File: config.mk
export PLATFORM = sky130hd
export DESIGN_NAME = matrix_scan
export DESIGN_NICKNAME = d
export VERILOG_FILES = /design/src/rtl/matrix_pkg.sv /design/src/rtl/matrix_shifter.sv /design/src/rtl/matrix_scan.sv
export SDC_FILE = /design/constraint.sdc
export NUM_CORES = 1
export LEC_CHECK = 0
export ABC_CLOCK_PERIOD_IN_PS = 2050
export CORE_MARGIN = 1.5
export CORE_UTILIZATION = 40
export CTS_BUF_LIST = sky130_fd_sc_hd__clkbuf_8
export DETAILED_ROUTE_END_ITERATION = 6
export SLEW_MARGIN = 30
export SYNTH_ARGS = -nofsm -noshare
export SYNTH_HDL_FRONTEND = slang
export SYNTH_HIERARCHICAL = 1
export SYNTH_SLANG_ARGS = --single-unit
export TNS_END_PERCENT = 100
File: constraint.sdc
create_clock -name clk -period 2.05 [get_ports clk]
set_clock_uncertainty 0.05 [all_clocks]
set_input_delay 0.205 -clock clk [delete_from_list [all_inputs] [get_ports clk]]
set_output_delay 0.205 -clock clk [all_outputs]
set_load 0.005 [all_outputs]
File: src/rtl/matrix_pkg.sv
// rtl/matrix_pkg.sv - shared states, pixel layout and defaults for matrix_scan
package matrix_pkg;

  localparam int DEF_BUS_WIDTH = 32;
  localparam int DEF_ROW_COUNT = 8;
  localparam int DEF_CLK_DIV   = 2;
  localparam int DEF_BLANK     = 4;
  localparam int DEF_DWELL     = 256;

  localparam int PIX_R = 2;
  localparam int PIX_G = 1;
  localparam int PIX_B = 0;

  localparam logic [2:0] S_IDLE    = 3'd0;
  localparam logic [2:0] S_FETCH   = 3'd1;
  localparam logic [2:0] S_WAIT    = 3'd2;
  localparam logic [2:0] S_SHIFT   = 3'd3;
  localparam logic [2:0] S_BLANK   = 3'd4;
  localparam logic [2:0] S_LATCH   = 3'd5;
  localparam logic [2:0] S_DISPLAY = 3'd6;

  // Counter width able to hold 0..n-1, never narrower than one bit.
  function automatic int cnt_width(input int n);
    return (n > 1) ? $clog2(n) : 1;
  endfunction

endpackage

File: src/rtl/matrix_shifter.sv
// rtl/matrix_shifter.sv - RGB plane serialiser with divided sclk and start/done handshake
module matrix_shifter
  import matrix_pkg::*;
#(
  parameter int BUS_WIDTH = DEF_BUS_WIDTH,
  parameter int CLK_DIV   = DEF_CLK_DIV
) (
  input  logic                 clk,
  input  logic                 reset_n,
  input  logic                 i_start,
  input  logic [BUS_WIDTH-1:0] i_data,
  output logic                 o_sclk,
  output logic                 o_sdata,
  output logic                 o_done
);

  localparam int COLS  = BUS_WIDTH / 4;
  localparam int NBITS = 3 * COLS;
  localparam int DIV_W = cnt_width(CLK_DIV);
  localparam int BIT_W = cnt_width(NBITS);

  logic [NBITS-1:0] w_order;
  logic [COLS-1:0]  w_unused_b3;
  logic [NBITS-1:0] r_shreg;
  logic [DIV_W-1:0] r_div;
  logic [BIT_W-1:0] r_bit;
  logic             r_busy;
  logic             r_phase;
  logic             w_div_end;

  // MSB of w_order leaves first: R plane, then G, then B, high column first.
  for (genvar k = 0; k < COLS; k++) begin : g_col
    assign w_order[2*COLS+k] = i_data[4*k+PIX_R];
    assign w_order[COLS+k]   = i_data[4*k+PIX_G];
    assign w_order[k]        = i_data[4*k+PIX_B];
    assign w_unused_b3[k]    = i_data[4*k+3];
  end

  assign w_div_end = (r_div == DIV_W'(CLK_DIV - 1));
  assign o_done    = r_busy && r_phase && w_div_end && (r_bit == BIT_W'(NBITS - 1));
  assign o_sclk    = r_phase;
  assign o_sdata   = r_busy && r_shreg[NBITS-1];

  always_ff @(posedge clk or negedge reset_n) begin
    if (!reset_n) begin
      r_shreg <= '0;
      r_div   <= '0;
      r_bit   <= '0;
      r_busy  <= 1'b0;
      r_phase <= 1'b0;
    end else if (i_start) begin
      r_shreg <= w_order;
      r_div   <= '0;
      r_bit   <= '0;
      r_busy  <= 1'b1;
      r_phase <= 1'b0;
    end else if (r_busy) begin
      if (w_div_end) begin
        r_div   <= '0;
        r_phase <= !r_phase;
        // Data only advances at the end of the high phase, so it is stable while sclk is high.
        if (r_phase) begin
          r_shreg <= {r_shreg[NBITS-2:0], 1'b0};
          if (o_done) begin
            r_busy <= 1'b0;
          end else begin
            r_bit <= r_bit + 1'b1;
          end
        end
      end else begin
        r_div <= r_div + 1'b1;
      end
    end
  end

endmodule

File: src/rtl/matrix_scan.sv
// rtl/matrix_scan.sv - LED matrix row scanner: fetch, shift, blank, latch, display
module matrix_scan
  import matrix_pkg::*;
#(
  parameter int BUS_WIDTH  = DEF_BUS_WIDTH,
  parameter int ROW_COUNT  = DEF_ROW_COUNT,
  parameter int ADDR_WIDTH = $clog2(ROW_COUNT),
  parameter int CLK_DIV    = DEF_CLK_DIV,
  parameter int BLANK      = DEF_BLANK,
  parameter int DWELL      = DEF_DWELL
) (
  input  logic                  clk,
  input  logic                  reset_n,
  input  logic                  i_enable,
  output logic                  o_fb_rd,
  output logic [ADDR_WIDTH-1:0] o_fb_addr,
  input  logic [BUS_WIDTH-1:0]  i_fb_data,
  output logic                  o_sclk,
  output logic                  o_sdata,
  output logic                  o_latch,
  output logic                  o_oe_n,
  output logic [ROW_COUNT-1:0]  o_row,
  output logic                  o_frame_start
);

  localparam int CNT_W = cnt_width((BLANK > DWELL) ? BLANK : DWELL);

  logic [2:0]            r_state;
  logic [CNT_W-1:0]      r_cnt;
  logic [ADDR_WIDTH-1:0] r_row_idx;
  logic [ROW_COUNT-1:0]  r_row;
  logic                  r_lit;
  logic                  w_start;
  logic                  w_shift_done;
  logic                  w_blank_end;
  logic                  w_dwell_end;
  logic                  w_lit_state;

  assign w_start = (r_state == S_WAIT);

  matrix_shifter #(
    .BUS_WIDTH (BUS_WIDTH),
    .CLK_DIV   (CLK_DIV)
  ) u_shifter (
    .clk     (clk),
    .reset_n (reset_n),
    .i_start (w_start),
    .i_data  (i_fb_data),
    .o_sclk  (o_sclk),
    .o_sdata (o_sdata),
    .o_done  (w_shift_done)
  );

  assign w_blank_end = (r_cnt == CNT_W'(BLANK - 1));
  assign w_dwell_end = (r_cnt == CNT_W'(DWELL - 1));

  always_ff @(posedge clk or negedge reset_n) begin
    if (!reset_n) begin
      r_state   <= S_IDLE;
      r_cnt     <= '0;
      r_row_idx <= '0;
      r_row     <= '0;
      r_lit     <= 1'b0;
    end else begin
      case (r_state)
        S_IDLE:  if (i_enable) r_state <= S_FETCH;
        S_FETCH: r_state <= S_WAIT;
        S_WAIT:  r_state <= S_SHIFT;
        S_SHIFT: begin
          if (w_shift_done) begin
            r_state <= S_BLANK;
            r_cnt   <= '0;
          end
        end
        S_BLANK: begin
          // Row select moves on the edge into LATCH so it is already valid during the latch pulse.
          if (w_blank_end) begin
            r_state   <= S_LATCH;
            r_cnt     <= '0;
            r_row     <= ROW_COUNT'(1) << r_row_idx;
            r_row_idx <= (r_row_idx == ADDR_WIDTH'(ROW_COUNT - 1)) ? '0 : r_row_idx + 1'b1;
          end else begin
            r_cnt <= r_cnt + 1'b1;
          end
        end
        S_LATCH: begin
          r_state <= S_DISPLAY;
          r_lit   <= 1'b1;
        end
        S_DISPLAY: begin
          if (w_dwell_end) begin
            r_cnt <= '0;
            if (i_enable) begin
              r_state <= S_FETCH;
            end else begin
              r_state   <= S_IDLE;
              r_row     <= '0;
              r_lit     <= 1'b0;
              r_row_idx <= '0;
            end
          end else begin
            r_cnt <= r_cnt + 1'b1;
          end
        end
        default: r_state <= S_IDLE;
      endcase
    end
  end

  // The previously latched row stays lit while the next one is fetched and shifted.
  assign w_lit_state = (r_state == S_FETCH) || (r_state == S_WAIT) ||
                       (r_state == S_SHIFT) || (r_state == S_DISPLAY);

  assign o_fb_rd       = (r_state == S_FETCH);
  assign o_fb_addr     = r_row_idx;
  assign o_latch       = (r_state == S_LATCH);
  assign o_row         = r_row;
  assign o_oe_n        = !(r_lit && w_lit_state);
  assign o_frame_start = o_latch && r_row[0];

endmodule

* Word-level counts from Yosys, hierarchy flattened
Cells that the tools add are included.
** Operators by class
- Add/sub/neg operators :: 4
- Eq/ne operators :: 16
- Shift operators :: 1
- Muxes and demuxes :: 42
- Reduce and logical (&&, ||, !) cells :: 25
** Operator list (count)
- two-way mux 24 bit :: 4
- two-way mux 8 bit :: 6
- two-way mux 5 bit :: 5
- two-way mux 3 bit :: 8
- one-hot mux 8 bit (3 select lines) :: 1
- one-hot mux 3 bit (7 select lines) :: 1
- one-hot mux 8 bit (2 select lines) :: 1
- two-way mux 1 bit :: 14
- == test 3 bit (second input constant) :: 4
- AND reduction 4 bit :: 3
- nonzero test 2 bit :: 5
- adder 8 x 1 -> 8 bit (second input constant) :: 1
- == test 8 x 2 -> 1 bit (second input constant) :: 1
- == test 8 bit (second input constant) :: 1
- inequality test 2 bit (second input constant) :: 4
- << shifter 1 x 3 -> 8 bit (first input constant) :: 1
- == test 3 x 2 -> 1 bit (second input constant) :: 2
- logical AND 1 bit :: 6
- one-hot mux 3 bit (2 select lines) :: 1
- AND reduction 3 bit :: 2
- adder 5 x 1 -> 5 bit (second input constant) :: 1
- == test 5 bit (second input constant) :: 1
- inequality test 2 x 1 -> 1 bit (second input constant) :: 2
- AND reduction 2 bit :: 2
- other kinds (8) :: 11
** Word-level totals
- Bits in registers :: 55
- Input port bits :: 35
- Output and inout bits :: 17
- Word-level logic and storage cells :: 98

* Longest topological paths before layout
- Word-level depth :: 8
- Depth in mapped cells :: 8
- Gate-level depth less buffers :: 7

* Cells and area by module
Netlist, hierarchy kept.
** By module, submodules not included
- matrix_shifter :: instances 1, cells each 145, area each 1526.5 um^2, seq. area each 800.8 um^2
- matrix_scan :: instances 1, cells each 137, area each 1367.6 um^2, seq. area each 575.6 um^2

* Worst setup path before layout
No wires, ideal clock.
- Path kind :: flip-flop to flip-flop
- From :: register u_shifter.r_phase (netlist: u_shifter/o_sclk)
- To :: register r_cnt[3]
- Library setup time :: 0.121 ns
- Arrival :: 1.690 ns
- Required time :: 1.879 ns
- Setup slack :: 0.189 ns
- Stages on the path, launching flop included :: 9
- Buffers on the path :: 2
- Clock period less this slack :: 1.861 ns
- Cell sequence :: dfrtp_1 > and3_2 > buf_6 > buf_8 > nand2_1 > inv_1 > a31oi_2 > o21ai_0 > a22o_1
** Between the ends
- Longest elaborated chain between the ends :: 5
** RTL lines
- from (decl) :: line matrix_shifter.sv:28 : logic r_phase;
- from (signal assigned) :: line matrix_shifter.sv:60 : r_phase <= !r_phase;
- logical AND 1 bit (3 in a row) :: line matrix_shifter.sv:40 : assign o_done = r_busy && r_phase && w_div_end && (r_bit == BIT_W'(NBITS - 1));
- net w_shift_done :: line matrix_scan.sv:34 : logic w_shift_done;
- inequality test 2 x 1 -> 1 bit (no source line)
- AND reduction 2 bit (no source line)
- to (signal assigned) :: line matrix_scan.sv:83 : r_cnt <= r_cnt + 1'b1;
- to (signal assigned) :: line matrix_scan.sv:102 : r_cnt <= r_cnt + 1'b1;
- to (decl) :: line matrix_scan.sv:29 : logic [CNT_W-1:0] r_cnt;
The timed path passes the listed nets, and every way through them passes these cells.
A chain may end at the register's enable or synchronous reset.

* Final worst setup path
- From :: register r_cnt[4]
- To :: register r_row[6] (netlist: o_row[6])
** Between the ends
- Longest elaborated chain between the ends :: 3
- Elaborated cells between the ends (all ways) :: 5
- Classes of those cells :: eq/ne (4); reduce/logical (1)
** RTL lines
- == test 8 bit / == test 8 x 2 -> 1 bit (equally long branches) :: line matrix_scan.sv:55, matrix_scan.sv:54
- inequality test 2 bit (no source line)
- AND reduction 4 bit (no source line) (*)
- to (signal assigned) :: line matrix_scan.sv:80 : r_row <= ROW_COUNT'(1) << r_row_idx;
- to (decl) :: line matrix_scan.sv:31 : logic [ROW_COUNT-1:0] r_row;
Every way passes the cells marked *; elsewhere a longest branch is shown, timed or not.

==> flow_summary.yaml <==
critical_path:
  path_buf_inv: 1
  cp_data_required_time_ns: 2.20
  r2r_start: "r_cnt[4]"
  arrival_ns: 2.05
  crit_type: "register to register"
  cpPeakStageDelay_ns: 0.45
  critPathLaunchType: "register"
  crit_slowest_cell: "dfrtp_1"
  critPathTopFamily: "simple AND/OR/NAND/NOR gates"
  crit_chain: "nor4_2 > nand3_1 > o32ai_4 > buf_12 > mux2_4"
  cp-end-kind: "register"
  crit_fanout: 10
  startpoint: "r_cnt[4]"
global_route:
  grt_max_degree: 59
  overflow: 0
  grt_pass1_wl_um: 9380
  track_usage: 0.153
  antenna_found_initial: 0
  grt_pass1_vias: 2006
cts:
  cts_max_path_buffers: 2
  htree_levels: 2
  cts_buffers: 5
  clock_sinks: 55
  cts_tree: "done"
  cts-root-buf: "clkbuf_8"
  clk-insertion-delay-late_ns: 0.31
  clk_pin_slew_ns: 0.10
yosys:
  postSynthAreaPerCell_um2: 10.3
  yosysUniqueCellTypes: 51
  synth_top_area_cell: "dfrtp_1"
  synth-adder-area-share: 0.0346
  syn_inst: 282
  synth.area.mux_share: 0.127
  async_flop_share: 1.00
  yosysMostFrequentCell: "dfrtp_1"
  synth_top_area_share: 0.476
  synth_enable_flop_cells: 0
  yosys_warnings: 6
  synthesis.nets: 325
  yosys-top-cells-area: "dfrtp_1 (48%), mux2i_1 (10%), nand2_1 (6.4%), o21ai_0 (4.7%), ha_1 (3.5%)"
  synth_compound_area_frac: 0.133
  syn_area_um2: 2890
  synth-xor-area-share: 0.00605
  ys_ff_latch: 55
  synth-simple-area-share: 0.180
  synth_common_cells: "dfrtp_1 (55), nand2_1 (49), mux2i_1 (30), o21ai_0 (27), inv_1 (11)"
  ys_seq_area_frac: 0.476
  synth_flop_cell: "dfrtp_1"
  synth_top_family_by_area: "simple AND/OR/NAND/NOR gates"
sta:
  fmax_mhz: 527
  rsz0062_at_grt: "no"
  worst_pin_slew_ns: 0.440
  hold_violations: 0
  relSlewSlack: 0.707
  fin_crit_ns: 1.90
  setup_viol: 0
  slew_viol_final: 0
  min_period_over_period: 0.926
  timing.final.ws_setup_ns: 0.151
  timing.setup.tns_ns: 0
final_layout:
  nNetsFinal: 374
  drive_gt1_frac: 0.130
  multi_input_area_um2: 1400
  num_antenna_cells: 0
  n_fill_cell: 679
  seqCellArea_um2: 1380
  syn_to_final_growth_pct: 23.2
route:
  drc: 0
  drt-pass1-iter-count: 4
  via_per_inst: 5.05
  wirelength_um: 5530
  first_iter_violations: 85
  wl_per_cell_um: 12.9
  vias: 2160
  antenna_left: 0
pwr:
  leakagePower_nw: 1.67
  peakVddDrop_uv: 285
  powerDensity_nw_per_um2: 505
min_path:
  hold_path_class: "input pin to async pin"
place:
  pre_cts_ws_ns: 0.158
  portBuffers: 43
  dp_hpwl_um: 3880
  globalplace.congestion: 0.773
flow_run:
  cap_violations: 0
floorplanning:
  die_w_um: 88.1
  die_area_um2: 7750
  start_util: 0.419
  core_area_um2: 6910
  die_h_um: 88.1
  num_io_pins: 52
  rows: 30
status:
  status: "completed"
-- final timing paths --
kind | endpoint | slack, ns | cells after the start
min in group clk | u_shifter/r_shreg[11] | 0.38 | 3
worst min register to register | o_row[4] | 0.47 | 1
worst max register to register | o_row[6] | 0.15 | 5
max in group asynchronous | r_state[0] | 1.00 | 3
worst max-delay path | o_row[6] | 0.15 | 5
worst min-delay path | u_shifter/r_shreg[8] | 0.30 | 2
-- per-stage QoR --
step	cells	cell area (um^2)	util	hold slack, ns	power, W
3_5_place_dp	419	3460	0.501	0.133	0.00122
5_1_grt	428	3560	0.516	0.344	0.00190
3_3_place_gp	419	3460	0.501	0.130	0.00122
4_1_cts	428	3560	0.515	0.316	0.00184
6_report	428	3560	0.516	0.302	0.00180
2_1_floorplan	282	2890	-	-0.141	0.00114
-- metal layers --
metal | global-route usage | part of all wire | vias up
met5 | 0 | 0 | -
met4 | 0.0426 | 0.0090 | 0
met3 | 0.0311 | 0.027 | 4
met2 | 0.235 | 0.45 | 30
met1 | 0.221 | 0.51 | 1036
li1 | - | - | 1090
-- sequential cells by signal (all words and copies together), names as in the netlist --
name,cells
u_shifter/o_sclk,1
u_shifter/r_div,1
u_shifter/r_bit,5
r_state,3
r_lit,1
o_row,8
u_shifter/r_busy,1
o_fb_addr,3
u_shifter/r_shreg,24
r_cnt,8
-- cell type report --
type,instances,area share
inverters,11,0.0116
multi-input cells,204,0.393
well taps,96,0.0337
repair buffers,54,0.150
clock inverters,3,0.00527
clock buffers,5,0.0193
flip-flops and latches,55,0.386
-- power by group --
group | switching, W | internal, W
registers | 0.00000665 | 0.00110
logic | 0.0000356 | 0.0000550
clock network | 0.000363 | 0.000242
total | 0.000405 | 0.00139
-- cells in the final DEF (no fill, tap or decap), drive strengths merged, types with 2 or more instances in the layout --
master	count
o21a	2
o21bai	2
nor3	5
inv	12
o22ai	4
nand2	50
nor4	4
clkdlybuf4s50	42
or2	3
nor2	7
clkinv	2
nand3	7
a21o	2
o21ai	30
and3	6
nor2b	5
a31oi	2
clkbuf	5
a21oi	5
o31ai	3
buf	11
mux2i	30
a22o	3
dfrtp	55
nand2b	4
ha	8
and2	2
mux2	5
-- logic make-up after synthesis --
| family | Yosys count |
|---|---|
| muxes | 35 |
| xor gates and xnor gates | 2 |
| DFF | 55 |
| adders and majority gates | 8 |
| and+or+nand+nor | 101 |
| buffers and inverters | 23 |
| AOI/OAI and AO/OA | 58 |
-- repair_timing --
item	4_1_cts	5_1_grt
resized for setup	0	3
hold endpoints to repair	18	0
setup endpoints to repair	0	1
setup buffers	0	0
hold buffers	1	0
(Power assumes the default switching activity.)
